`src/rtl/pattern_generator_pkg.sv`:
```
// Shared definitions for the pattern generator slice.
//   - state_t: frame-writer FSM encoding
//   - MODE_*: pattern select codes seen on mode_i
//   - RAINBOW_*: the six colour bands of the rainbow pattern
//   - COORD_W / OFFSET_W: internal pixel coordinate and colour-offset widths
package pattern_generator_pkg;

  typedef enum logic [2:0] {
    ST_IDLE,
    ST_PIXEL,
    ST_ACK,
    ST_FLIP,
    ST_FLIP_ACK
  } state_t;

  localparam logic [1:0] MODE_RAINBOW  = 2'd0;
  localparam logic [1:0] MODE_SOLID    = 2'd1;
  localparam logic [1:0] MODE_CHECKER  = 2'd2;
  localparam logic [1:0] MODE_GRADIENT = 2'd3;

  localparam logic [15:0] RAINBOW_0 = 16'hF800;
  localparam logic [15:0] RAINBOW_1 = 16'hF300;
  localparam logic [15:0] RAINBOW_2 = 16'hF5E0;
  localparam logic [15:0] RAINBOW_3 = 16'h07C0;
  localparam logic [15:0] RAINBOW_4 = 16'h001F;
  localparam logic [15:0] RAINBOW_5 = 16'h7817;

  localparam int COORD_W        = 8;
  localparam int OFFSET_W       = 5;
  localparam int RAINBOW_PERIOD = 24;
  localparam int RAINBOW_BAND   = 4;
  localparam int OFFSET_STEP    = 2;
  localparam int OFFSET_LAST    = 22;

  // Band 0..5 of the rainbow; anything else cannot occur and maps to black.
  function automatic logic [15:0] rainbow_colour(input logic [2:0] band);
    logic [15:0] c;
    case (band)
      3'd0:    c = RAINBOW_0;
      3'd1:    c = RAINBOW_1;
      3'd2:    c = RAINBOW_2;
      3'd3:    c = RAINBOW_3;
      3'd4:    c = RAINBOW_4;
      3'd5:    c = RAINBOW_5;
      default: c = 16'h0000;
    endcase
    return c;
  endfunction

endpackage

```
`src/rtl/pattern_generator_colour.sv`:
```
// pattern_colour: purely combinational RGB565 colour for one pixel.
// Ports:
//   mode_i    pattern select (rainbow / solid / checker / gradient)
//   x_i, y_i  pixel coordinates
//   offset_i  rainbow phase offset, advanced once per frame
//   colour_i  user colour for solid and checker modes
//   pixel_o   resulting RGB565 colour
// Build option: PATTERN_GEN_MIRROR_EN makes the right half of each row a
// mirror image of the left half.
module pattern_colour
  import pattern_generator_pkg::*;
#(
  parameter int FB_WIDTH = 20
) (
  input  logic [1:0]          mode_i,
  input  logic [COORD_W-1:0]  x_i,
  input  logic [COORD_W-1:0]  y_i,
  input  logic [OFFSET_W-1:0] offset_i,
  input  logic [15:0]         colour_i,
  output logic [15:0]         pixel_o
);

  logic [COORD_W-1:0] x_eff;
  logic [COORD_W-1:0] sum;
  logic [2:0]         band;

  always_comb begin
    x_eff = x_i;
`ifdef PATTERN_GEN_MIRROR_EN
    if (x_i >= COORD_W'(FB_WIDTH / 2)) begin
      x_eff = COORD_W'(FB_WIDTH - 1) - x_i;
    end
`endif
    sum  = x_eff + y_i + COORD_W'(offset_i);
    band = 3'((sum % COORD_W'(RAINBOW_PERIOD)) / COORD_W'(RAINBOW_BAND));

    case (mode_i)
      MODE_RAINBOW:  pixel_o = rainbow_colour(band);
      MODE_SOLID:    pixel_o = colour_i;
      MODE_CHECKER:  pixel_o = (x_eff[2] ^ y_i[2]) ? colour_i : 16'h0000;
      MODE_GRADIENT: pixel_o = {x_eff[4:0], y_i[3:0], 2'b00, 5'b00000};
      default:       pixel_o = 16'h0000;
    endcase
  end

endmodule

```
`src/rtl/pattern_generator.sv`:
```
// pattern_generator: Wishbone master that paints a test pattern into a
// double-buffered frame buffer once per frame period, then writes the base
// of the freshly drawn page to the display-address register.
// Ports:
//   clk, rst                 clock, asynchronous active-high reset
//   adr_o/dat_o/we_o/sel_o/stb_o/cyc_o/cti_o, ack_i, dat_i   Wishbone master
//   enable_i                 start a new frame on each frame tick
//   mode_i, colour_i         pattern select and user colour, latched per frame
//   busy_o                   a frame is being written
//   overrun_o                sticky: a frame tick arrived while still busy
//   err_cnt_o                saturating count of ack timeouts
// Build option: PATTERN_GEN_MIRROR_EN (see pattern_colour).
module pattern_generator
  import pattern_generator_pkg::*;
#(
  parameter int ADDRESS_WIDTH = 16,
  parameter int DATA_WIDTH    = 16,
  parameter int FB_WIDTH      = 20,
  parameter int FB_HEIGHT     = 15,
  parameter int FRAME_BASE    = 0,
  parameter int PAGE_STRIDE   = 'h0400,
  parameter int ROW_STRIDE    = 64,
  parameter int CTRL_ADDR     = 0,
  parameter int FRAME_TIME    = 2400000,
  parameter int MAX_WAIT      = 8
) (
  input  logic                     clk,
  input  logic                     rst,
  output logic [ADDRESS_WIDTH-1:0] adr_o,
  input  logic [DATA_WIDTH-1:0]    dat_i,
  output logic [DATA_WIDTH-1:0]    dat_o,
  output logic                     we_o,
  output logic [DATA_WIDTH/8-1:0]  sel_o,
  output logic                     stb_o,
  output logic                     cyc_o,
  input  logic                     ack_i,
  output logic [2:0]               cti_o,
  input  logic                     enable_i,
  input  logic [1:0]               mode_i,
  input  logic [15:0]              colour_i,
  output logic                     busy_o,
  output logic                     overrun_o,
  output logic [7:0]               err_cnt_o
);

  localparam int SEL_W      = DATA_WIDTH / 8;
  localparam int FIRST_TICK = 100;
  localparam int TIMER_MAX  = (FRAME_TIME - 1 > FIRST_TICK) ? FRAME_TIME - 1 : FIRST_TICK;
  localparam int TIMER_W    = $clog2(TIMER_MAX + 1);
  localparam int WAIT_W     = $clog2(MAX_WAIT + 1);

  state_t                state_q, state_d;
  logic [TIMER_W-1:0]    timer_q, timer_d;
  logic [COORD_W-1:0]    x_q, x_d, y_q, y_d;
  logic                  page_q, page_d;
  logic [OFFSET_W-1:0]   offset_q, offset_d;
  logic [1:0]            mode_q, mode_d;
  logic [15:0]           colour_q, colour_d;
  logic [ADDRESS_WIDTH-1:0] adr_q, adr_d;
  logic [DATA_WIDTH-1:0] dat_q, dat_d;
  logic [WAIT_W-1:0]     wait_q, wait_d;
  logic [7:0]            err_q, err_d;
  logic                  overrun_q, overrun_d;

  logic        trigger;
  logic        last_pixel;
  logic        timeout;
  logic [15:0] pixel_colour;
  logic        unused_dat_i;

  // Read data is never consumed: this master only writes.
  assign unused_dat_i = ^dat_i;

  assign trigger    = (timer_q == '0);
  assign last_pixel = (x_q == COORD_W'(FB_WIDTH - 1)) && (y_q == COORD_W'(FB_HEIGHT - 1));
  // Fires on the last waiting cycle only if the slave still has not answered.
  assign timeout    = (wait_q == WAIT_W'(MAX_WAIT - 1)) && !ack_i;

  pattern_colour #(
    .FB_WIDTH (FB_WIDTH)
  ) u_colour (
    .mode_i   (mode_q),
    .x_i      (x_q),
    .y_i      (y_q),
    .offset_i (offset_q),
    .colour_i (colour_q),
    .pixel_o  (pixel_colour)
  );

  always_ff @(posedge clk or posedge rst) begin
    if (rst) begin
      state_q   <= ST_IDLE;
      timer_q   <= TIMER_W'(FIRST_TICK);
      x_q       <= '0;
      y_q       <= '0;
      page_q    <= 1'b0;
      offset_q  <= '0;
      mode_q    <= MODE_RAINBOW;
      colour_q  <= '0;
      adr_q     <= '0;
      dat_q     <= '0;
      wait_q    <= '0;
      err_q     <= '0;
      overrun_q <= 1'b0;
    end else begin
      state_q   <= state_d;
      timer_q   <= timer_d;
      x_q       <= x_d;
      y_q       <= y_d;
      page_q    <= page_d;
      offset_q  <= offset_d;
      mode_q    <= mode_d;
      colour_q  <= colour_d;
      adr_q     <= adr_d;
      dat_q     <= dat_d;
      wait_q    <= wait_d;
      err_q     <= err_d;
      overrun_q <= overrun_d;
    end
  end

  always_comb begin
    state_d = state_q;
    case (state_q)
      ST_IDLE:     if (trigger && enable_i) state_d = ST_PIXEL;
      ST_PIXEL:    state_d = ST_ACK;
      ST_ACK: begin
        if (ack_i)        state_d = last_pixel ? ST_FLIP : ST_PIXEL;
        else if (timeout) state_d = ST_PIXEL;
      end
      ST_FLIP:     state_d = ST_FLIP_ACK;
      ST_FLIP_ACK: if (ack_i || timeout) state_d = ST_IDLE;
      default:     state_d = ST_IDLE;
    endcase
  end

  // Datapath: frame timer, pixel walk, bus address/data registers, counters.
  always_comb begin
    timer_d   = trigger ? TIMER_W'(FRAME_TIME - 1) : timer_q - TIMER_W'(1);
    x_d       = x_q;
    y_d       = y_q;
    page_d    = page_q;
    offset_d  = offset_q;
    mode_d    = mode_q;
    colour_d  = colour_q;
    adr_d     = adr_q;
    dat_d     = dat_q;
    wait_d    = wait_q;
    err_d     = err_q;
    overrun_d = overrun_q;

    if (trigger && state_q != ST_IDLE) begin
      overrun_d = 1'b1;
    end

    case (state_q)
      ST_IDLE: begin
        if (trigger && enable_i) begin
          mode_d   = mode_i;
          colour_d = colour_i;
        end
      end
      ST_PIXEL: begin
        adr_d = ADDRESS_WIDTH'(FRAME_BASE)
              + (page_q ? ADDRESS_WIDTH'(PAGE_STRIDE) : '0)
              + ADDRESS_WIDTH'(y_q) * ADDRESS_WIDTH'(ROW_STRIDE)
              + (ADDRESS_WIDTH'(x_q) << 1);
        dat_d = DATA_WIDTH'(pixel_colour);
      end
      ST_ACK: begin
        if (ack_i) begin
          wait_d = '0;
          if (x_q == COORD_W'(FB_WIDTH - 1)) begin
            x_d = '0;
            y_d = (y_q == COORD_W'(FB_HEIGHT - 1)) ? '0 : y_q + COORD_W'(1);
          end else begin
            x_d = x_q + COORD_W'(1);
          end
        end else if (timeout) begin
          wait_d = '0;
          if (err_q != 8'hFF) err_d = err_q + 8'd1;
        end else begin
          wait_d = wait_q + WAIT_W'(1);
        end
      end
      ST_FLIP: begin
        adr_d = ADDRESS_WIDTH'(CTRL_ADDR);
        dat_d = DATA_WIDTH'(FRAME_BASE) + (page_q ? DATA_WIDTH'(PAGE_STRIDE) : '0);
      end
      ST_FLIP_ACK: begin
        if (ack_i || timeout) begin
          wait_d   = '0;
          page_d   = ~page_q;
          offset_d = (offset_q >= OFFSET_W'(OFFSET_LAST)) ? '0
                   : offset_q + OFFSET_W'(OFFSET_STEP);
          if (timeout && err_q != 8'hFF) err_d = err_q + 8'd1;
        end else begin
          wait_d = wait_q + WAIT_W'(1);
        end
      end
      default: ;
    endcase
  end

  // Bus strobes come straight from the state register so that reset
  // removes them without waiting for a clock edge.
  always_comb begin
    cyc_o  = (state_q == ST_ACK) || (state_q == ST_FLIP_ACK);
    stb_o  = cyc_o;
    we_o   = cyc_o;
    busy_o = (state_q != ST_IDLE);
  end

  assign adr_o     = adr_q;
  assign dat_o     = dat_q;
  assign sel_o     = {SEL_W{1'b1}};
  assign cti_o     = 3'b000;
  assign overrun_o = overrun_q;
  assign err_cnt_o = err_q;

endmodule

```
`config.mk`:
```
export PLATFORM = sky130hd
export DESIGN_NAME = pattern_generator
export DESIGN_NICKNAME = d
export VERILOG_FILES = /design/src/rtl/pattern_generator_pkg.sv /design/src/rtl/pattern_generator_colour.sv /design/src/rtl/pattern_generator.sv
export SDC_FILE = /design/constraint.sdc
export NUM_CORES = 1
export LEC_CHECK = 0
export ABC_AREA = 1
export BUFFER_PORTS_ARGS = -buffer_cell sky130_fd_sc_hd__buf_2
export CORE_MARGIN = 5
export CORE_UTILIZATION = 35
export DETAILED_ROUTE_END_ITERATION = 16
export RECOVER_POWER = 25
export SLEW_MARGIN = 30
export SYNTH_ARGS = -nofsm -noshare
export SYNTH_HDL_FRONTEND = slang
export SYNTH_SLANG_ARGS = --single-unit
```
`constraint.sdc`:
```
create_clock -name clk -period 5.9 [get_ports clk]
set_input_delay 0.885 -clock clk [delete_from_list [all_inputs] [get_ports clk]]
set_output_delay 0.885 -clock clk [all_outputs]
set_load 0.02 [all_outputs]
```
# Word level (Yosys, flattened, before mapping)
# Index checks and enable logic that the tools add are counted.
[totals] wordCells=97 rom_bits=0 mem_bits_rw=0 mem_count=0 latchBits=0 regBits=110
[classes] add_sub_neg=10 bitwise=2 order_cmp=1 n_eq_ne=23 n_mux=26 reduce_logical=21 n_div=1 n_shift=0 n_mul=0
[op_table] op="$pmux W16 S6" n=1
[op_table] op="$pmux W16 S2" n=2
[op_table] op="$pmux W16 S4" n=1
[op_table] op="$mux W8" n=7
[op_table] op="$add A8 B1 Y8 const B" n=3
[op_table] op="$logic_not A22 Y1" n=1
[op_table] op="$mux W22" n=1
[op_table] op="$sub A22 B1 Y22 const B" n=1
[op_table] op="$add A16 B14 Y16" n=1
[op_table] op="$add A16 B9 Y16" n=1
[op_table] op="$mux W16" n=1
[op_table] op="$pmux W8 S2" n=1
[op_table] op="$pmux W3 S5" n=1
[op_table] op="$eq A3 B2 Y1 const B" n=4
[op_table] op="$mux W3" n=4
[op_table] op="$mux W4" n=3
[op_table] op="$ne A2 B2 Y1 const B" n=6
[op_table] op="$mux W11" n=1
[op_table] op="$eq A3 B3 Y1 const B" n=3
[op_table] op="$add A8 B5 Y8" n=1
[op_table] op="$add A8 B8 Y8" n=1
[op_table] op="$eq A8 B4 Y1 const B" n=1
[op_table] op="$eq A8 B5 Y1 const B" n=1
[op_table] op="$mod A8 B5 Y8 const B" n=1
[op_table] op="other kinds (24)" n=36

# Longest topological paths before layout
[depth] depth_word=7 ltp_mapped=26 depth_no_buf=26

# Hierarchy
# From an unflattened synthesis, not the netlist that was laid out.
[hier_totals] hier_cells=759 hier_area_um2=6158.4
[modules_own_cells] module="pattern_generator" seq_area_each_um2=2681.3 instances=1 area_each_um2=5246.3 cells_each=605
[modules_own_cells] module="pattern_colour" seq_area_each_um2=0.0 instances=1 area_each_um2=912.1 cells_each=154

# Least setup slack after synthesis
# Ideal clock, no wire load.
[synth_timing] path_type="register to register" from="register y_q[1]" to="register dat_q[12], in the netlist dat_o[12]" n_path_buf=0 arrival_time_ps=3005 path_slack_ps=2778 period_less_slack_ps=3122 stages_incl_launch_ff=20 cell_sequence="dfrtp_1 inv_1 fa_1 inv_1 ha_1 inv_1 fa_1 inv_1 nand3_1 nand2_1 xor2_1 nand3_1 nand4_1 nand2_1 o21ai_1 nand2_2 o21ai_2 nand2_2 nand3_1 nand2_1"
[synth_via] elab_chain_len=7 elab_cells_between_ends=12 cone_classes="add/sub (2); div (1); eq/ne (5); mux (3); reduce/logical (1)"
[synth_lines] item="from (decl)" line_no="pattern_generator.sv:54" rtl="logic [COORD_W-1:0] x_q, x_d, y_q, y_d;"
[synth_lines] item="from (signal assigned)" line_no="pattern_generator.sv:109" rtl="y_q <= y_d;"
[synth_lines] item="$add A8 B8 Y8 *" line_no="pattern_generator_colour.sv:34" rtl="sum = x_eff + y_i + COORD_W'(offset_i);"
[synth_lines] item="$add A8 B5 Y8 *" line_no="pattern_generator_colour.sv:34"
[synth_lines] item="$mod A8 B5 Y8 *" line_no="pattern_generator_colour.sv:35" rtl="band = 3'((sum % COORD_W'(RAINBOW_PERIOD)) / COORD_W'(RAINBOW_BAND));"
[synth_lines] item="$eq A3 B3 Y1, or another cell as far along" line_no="pattern_generator_pkg.sv:38" rtl="case (band)"
[synth_lines] item="$pmux W16 S6 *" line_no="pattern_generator_pkg.sv:38"
[synth_lines] item="$pmux W16 S4 *" line_no="pattern_generator_colour.sv:37" rtl="case (mode_i)"
[synth_lines] item="$pmux W16 S2 *" line_no="pattern_generator.sv:156" rtl="case (state_q)"
[synth_lines] item="to (signal assigned)" line_no="pattern_generator.sv:115" rtl="dat_q <= dat_d;"
[synth_lines] item="to (decl)" line_no="pattern_generator.sv:60" rtl="logic [DATA_WIDTH-1:0] dat_q, dat_d;"
# Mark *: on every way between the ends. The rest lies on a longest branch, timed or not.
# A chain may end at the register's enable or synchronous reset.

# Worst setup path after layout
[layout_timing] from="register y_q[1]" to="register dat_q[11], in the netlist dat_o[11]"
# The elaborated chain is that of the path after synthesis.

==> summary.md <==
| Metric | Value |
|---|---|
| Layout cells sized above 1 | `0.194` |
| Least-Margin Pin Slew | `2.38 ns` |
| Post-DP HPWL | `9.93 mm` |
| Grt total ovfl | `0` |
| Mean Syn Cell Area | `8.79 um2` |
| Top Metal Used | `met4` |
| Drt total wl | `13.0 mm` |
| Yosys reg bits | `107` |
| Rel. slew slack | `-0.597` |
| CTS tree | `done` |
| Max Cap Viol | `1` |
| Flop pwr share | `0.527` |
| P&R area growth vs syn | `13.5%` |
| Warnings from Yosys | `0` |
| Post-synth EDFFs | `0` |
| CTS resizes | `0` |
| Antenna violations before repair | `0` |
| Crit path buffers/inverters | `4` |
| Most used cell, CP | `nand2_1` |
| Comb pwr share | `0.068` |
| Max H-tree Level | `3` |
| Critical path class | `reg -> reg` |
| DR WL met2 | `5.89 mm` |
| DRT met1 WL | `6.38 mm` |
| Post-DRT Antenna Nets | `0` |
| Asr flop ratio synth | `1.00` |
| Max incr delay on CP | `0.47 ns` |
| Endpoints failing setup | `0` |
| VDD IR max | `0.121 mV` |
| Die Span Y | `139 um` |
| Register area share after synthesis | `0.459` |
| Crit end category | `register` |
| Min-delay worst type | `reg -> reg` |
| # diodes | `0` |
| Routed vias/inst | `4.70` |
| Clk buf depth | `2` |
| CTS Buf Count | `9` |
| DP Worst Slack | `2.31 ns` |
| Nets | `794` |
| Main synth FF type | `dfrtp_1` |
| Num ports | `88` |
| CTS Root Cell | `clkbuf_16` |
| DR iter-0 viols | `303` |
| Sw Ratio | `0.243` |
| Top Family by Delay on Critical Path | `simple AND/OR/NAND/NOR gates` |
| Clock latency on the worst-skew pair | `0.35 ns` |
| Worst Clk Skew | `0.0128 ns` |
| Largest net degree at the start of global routing | `55` |
| DR pass1 iterations | `4` |
| # rows | `47` |
| Total GRT Usage | `0.136` |
| Internal power | `0.00106 W` |
| Core box area | `16500 um2` |
| Max-slew violations | `55` |
| Reg clk slew, reported paths | `0.07 ns` |
| First-pass GRT wire length | `21.5 mm` |
| Critical path peak fanout | `5` |
| Startpoint types | `register` |
| Vias in the first global route | `4247` |
| Fin. Hold Viols | `0` |
| Postcts setup bufs | `0` |
| Sink Count | `107` |
| Clock share of power | `0.406` |
| Slowest-stage cell, CP | `fa_1` |
| Tmin final | `3.61 ns` |
| Leak | `3.33 nW` |
| IO Port Bufs | `64` |
| Post-CTS Hold Fix Bufs | `0` |
| DR WL/cell | `13.6 um` |
| Pwr Density | `211 nW/um2` |
| Final worst slack | `2.29 ns` |
| NetSw | `0.000341 W` |
| Post-synthesis cell area | `5850 um2` |
| Initial Util | `0.355` |
| RSZ-0062 raised after global routing | `no` |
| CP Cell Sequence | `inv_1 > fa_1 > inv_1 > ha_1 > inv_1 > fa_1 > inv_1 > nand3_1 > nand2_1 > xor2_1 > nand3_1 > nand3_1 > nand2_1 > nand2_1 > nand3_1 > nand3_1 > nand2_1 > o21bai_1 > nand2_1 > nand2_1` |
| Final Wtd Congestion | `0.852` |
| Crit path DAT | `3.89 ns` |
| Yosys cell types | `52` |
| Die X | `139 um` |
| Die area | `19400 um2` |
| CP required | `6.18 ns` |
| # fillers | `1674` |
| Violations in the final reports | `max-capacitance violations, max-slew violations` |
| Sum of negative setup slack | `0 ns` |
| Routed vias | `4478` |
| Met3 WL | `562 um` |
| Post-Syn Instances | `665` |
| Status | `finished with violations` |
| Max Clock Freq | `277 MHz` |
| Residual DRC | `0` |
| Final Cycle Share | `0.613` |
==> cell families (layout without fill, tap and decap cells) <==
family                     count (synthesis)  count (layout)  share of synthesized area
other                                      2               7                    0.00128
DFF                                      107             107                      0.459
and+or+nand+nor                          283             283                      0.226
xor gates and xnor gates                  22              22                     0.0330
adders and majority gates                 27              27                     0.0655
muxes                                     17              17                     0.0379
buffers and inverters                    109             172                     0.0775
AOI/OAI and AO/OA                         98              98                      0.100
==> path summary, 6_finish.rpt <==
kind	depth (start not counted)	startpoint	slack (ns)	end
setup / recovery	20	y_q[1]$_DFFE_PP0P_	2.29	dat_o[11]$_DFFE_PP0P_
hold / removal	1	timer_q[0]$_DFF_PP0_	0.43	timer_q[0]$_DFF_PP0_
setup reg to reg	20	y_q[1]$_DFFE_PP0P_	2.29	dat_o[11]$_DFFE_PP0P_
hold reg to reg	1	timer_q[0]$_DFF_PP0_	0.43	timer_q[0]$_DFF_PP0_
max in group asynchronous	3	rst	3.15	x_q[1]$_DFFE_PP0P_
min in group asynchronous	2	rst	1.19	adr_o[10]$_DFFE_PP0P_
==> cell type report <==
class,count,area (um2),share of cell area
clock buffers,10,239,0.0360
clock inverters,5,36.3,0.00547
inverters,91,343,0.0516
multi-input cells,454,2730,0.411
flip-flops and latches,107,2680,0.404
well taps,220,275,0.0415
repair buffers,66,335,0.0505
==> layer usage <==
metal  global-route usage  vias to the layer above
met5                    0                        -
met4               0.0381                        0
met3               0.0292                        7
met2                0.213                       65
met1                0.190                     2119
li1                     -                     2287
==> metrics by stage <==
stage                     hold WS (ns)  area [um2]  cells   util  total power, W
after floorplan                  0.429        5860    670      -        0.000825
final                            0.433        6640    953  0.403         0.00140
after global routing             0.465        6640    953  0.403         0.00147
after CTS                        0.457        6640    953  0.403         0.00143
after detailed placement         0.447        6370    938  0.387        0.000849
after global placement           0.445        6370    938  0.387        0.000849
==> worst register-to-register path, cell delays in order (launching register included) <==
cell and delay [ns]:
dfrtp_1 0.43, inv_1 0.23, fa_1 0.47, inv_1 0.07, ha_1 0.18, inv_1 0.07
fa_1 0.40, inv_1 0.09, nand3_1 0.06, nand2_1 0.08, xor2_1 0.26, nand3_1 0.22
nand3_1 0.13, nand2_1 0.05, nand2_1 0.10, nand3_1 0.13, nand3_1 0.16, nand2_1 0.09
o21bai_1 0.21, nand2_1 0.07, nand2_1 0.05
==> power by group through the flow <==
| stage | combinational, W | clock, W | sequential (W) |
|---|---|---|---|
| 2_1_floorplan | 0.0000736 | 0 | 0.000751 |
| 3_3_place_gp | 0.0000961 | 0 | 0.000753 |
| 3_5_place_dp | 0.0000968 | 0 | 0.000753 |
| 4_1_cts | 0.0000971 | 0.000591 | 0.000738 |
| 5_1_grt | 0.000109 | 0.000625 | 0.000739 |
| 6_report | 0.0000949 | 0.000569 | 0.000738 |
==> cell usage after synthesis, types with 7 or more instances <==
cell type	instances	area, um2
nor2_1	57	214
buf_4	9	67.6
o21ai_1	10	50.1
ha_1	21	263
inv_1	77	289
nand4_1	7	43.8
dfrtp_1	104	2600
nand3_1	43	215
a21oi_1	23	115
nand2_1	131	492
nand2_2	7	43.8
o21ai_0	32	160
xor2_1	16	140
inv_2	13	48.8
mux2_2	9	101
mux2_4	8	120
nor2_2	7	43.8
o211ai_1	12	90.1
==> registers in the layout, indices dropped and copies added, names as in the netlist <==
name / count
wait_q: 4
overrun_o: 1
y_q: 8
dat_o: 16
offset_q: 4
colour_q: 16
mode_q: 2
x_q: 8
adr_o: 14
timer_q: 22
page_q: 1
state_q: 3
err_cnt_o: 8
==> placed cells by master, fill, tap and decap left out, types with 5 or more instances in the layout <==
| cell | netlist | routed |
|---|---|---|
| nand4_1 | 7 | 7 |
| nand2_1 | 131 | 131 |
| nor2_2 | 7 | 6 |
| inv_2 | 13 | 11 |
| o21ai_0 | 32 | 32 |
| nand2_2 | 7 | 7 |
| xor2_1 | 16 | 16 |
| clkbuf_16 | 0 | 9 |
| buf_2 | 2 | 64 |
| nor2_1 | 57 | 58 |
| fa_1 | 6 | 6 |
| xnor2_1 | 6 | 6 |
| mux2_2 | 9 | 9 |
| o211ai_1 | 12 | 12 |
| nor4_1 | 6 | 6 |
| mux2_4 | 8 | 8 |
| a21oi_1 | 23 | 23 |
| o21ai_1 | 10 | 10 |
| inv_1 | 77 | 77 |
| dfrtp_1 | 104 | 104 |
| nor3_1 | 5 | 5 |
| nand3_1 | 43 | 43 |
| ha_1 | 21 | 21 |
| conb_1 | 2 | 7 |
Note: power is estimated with default switching activity, not from simulation.
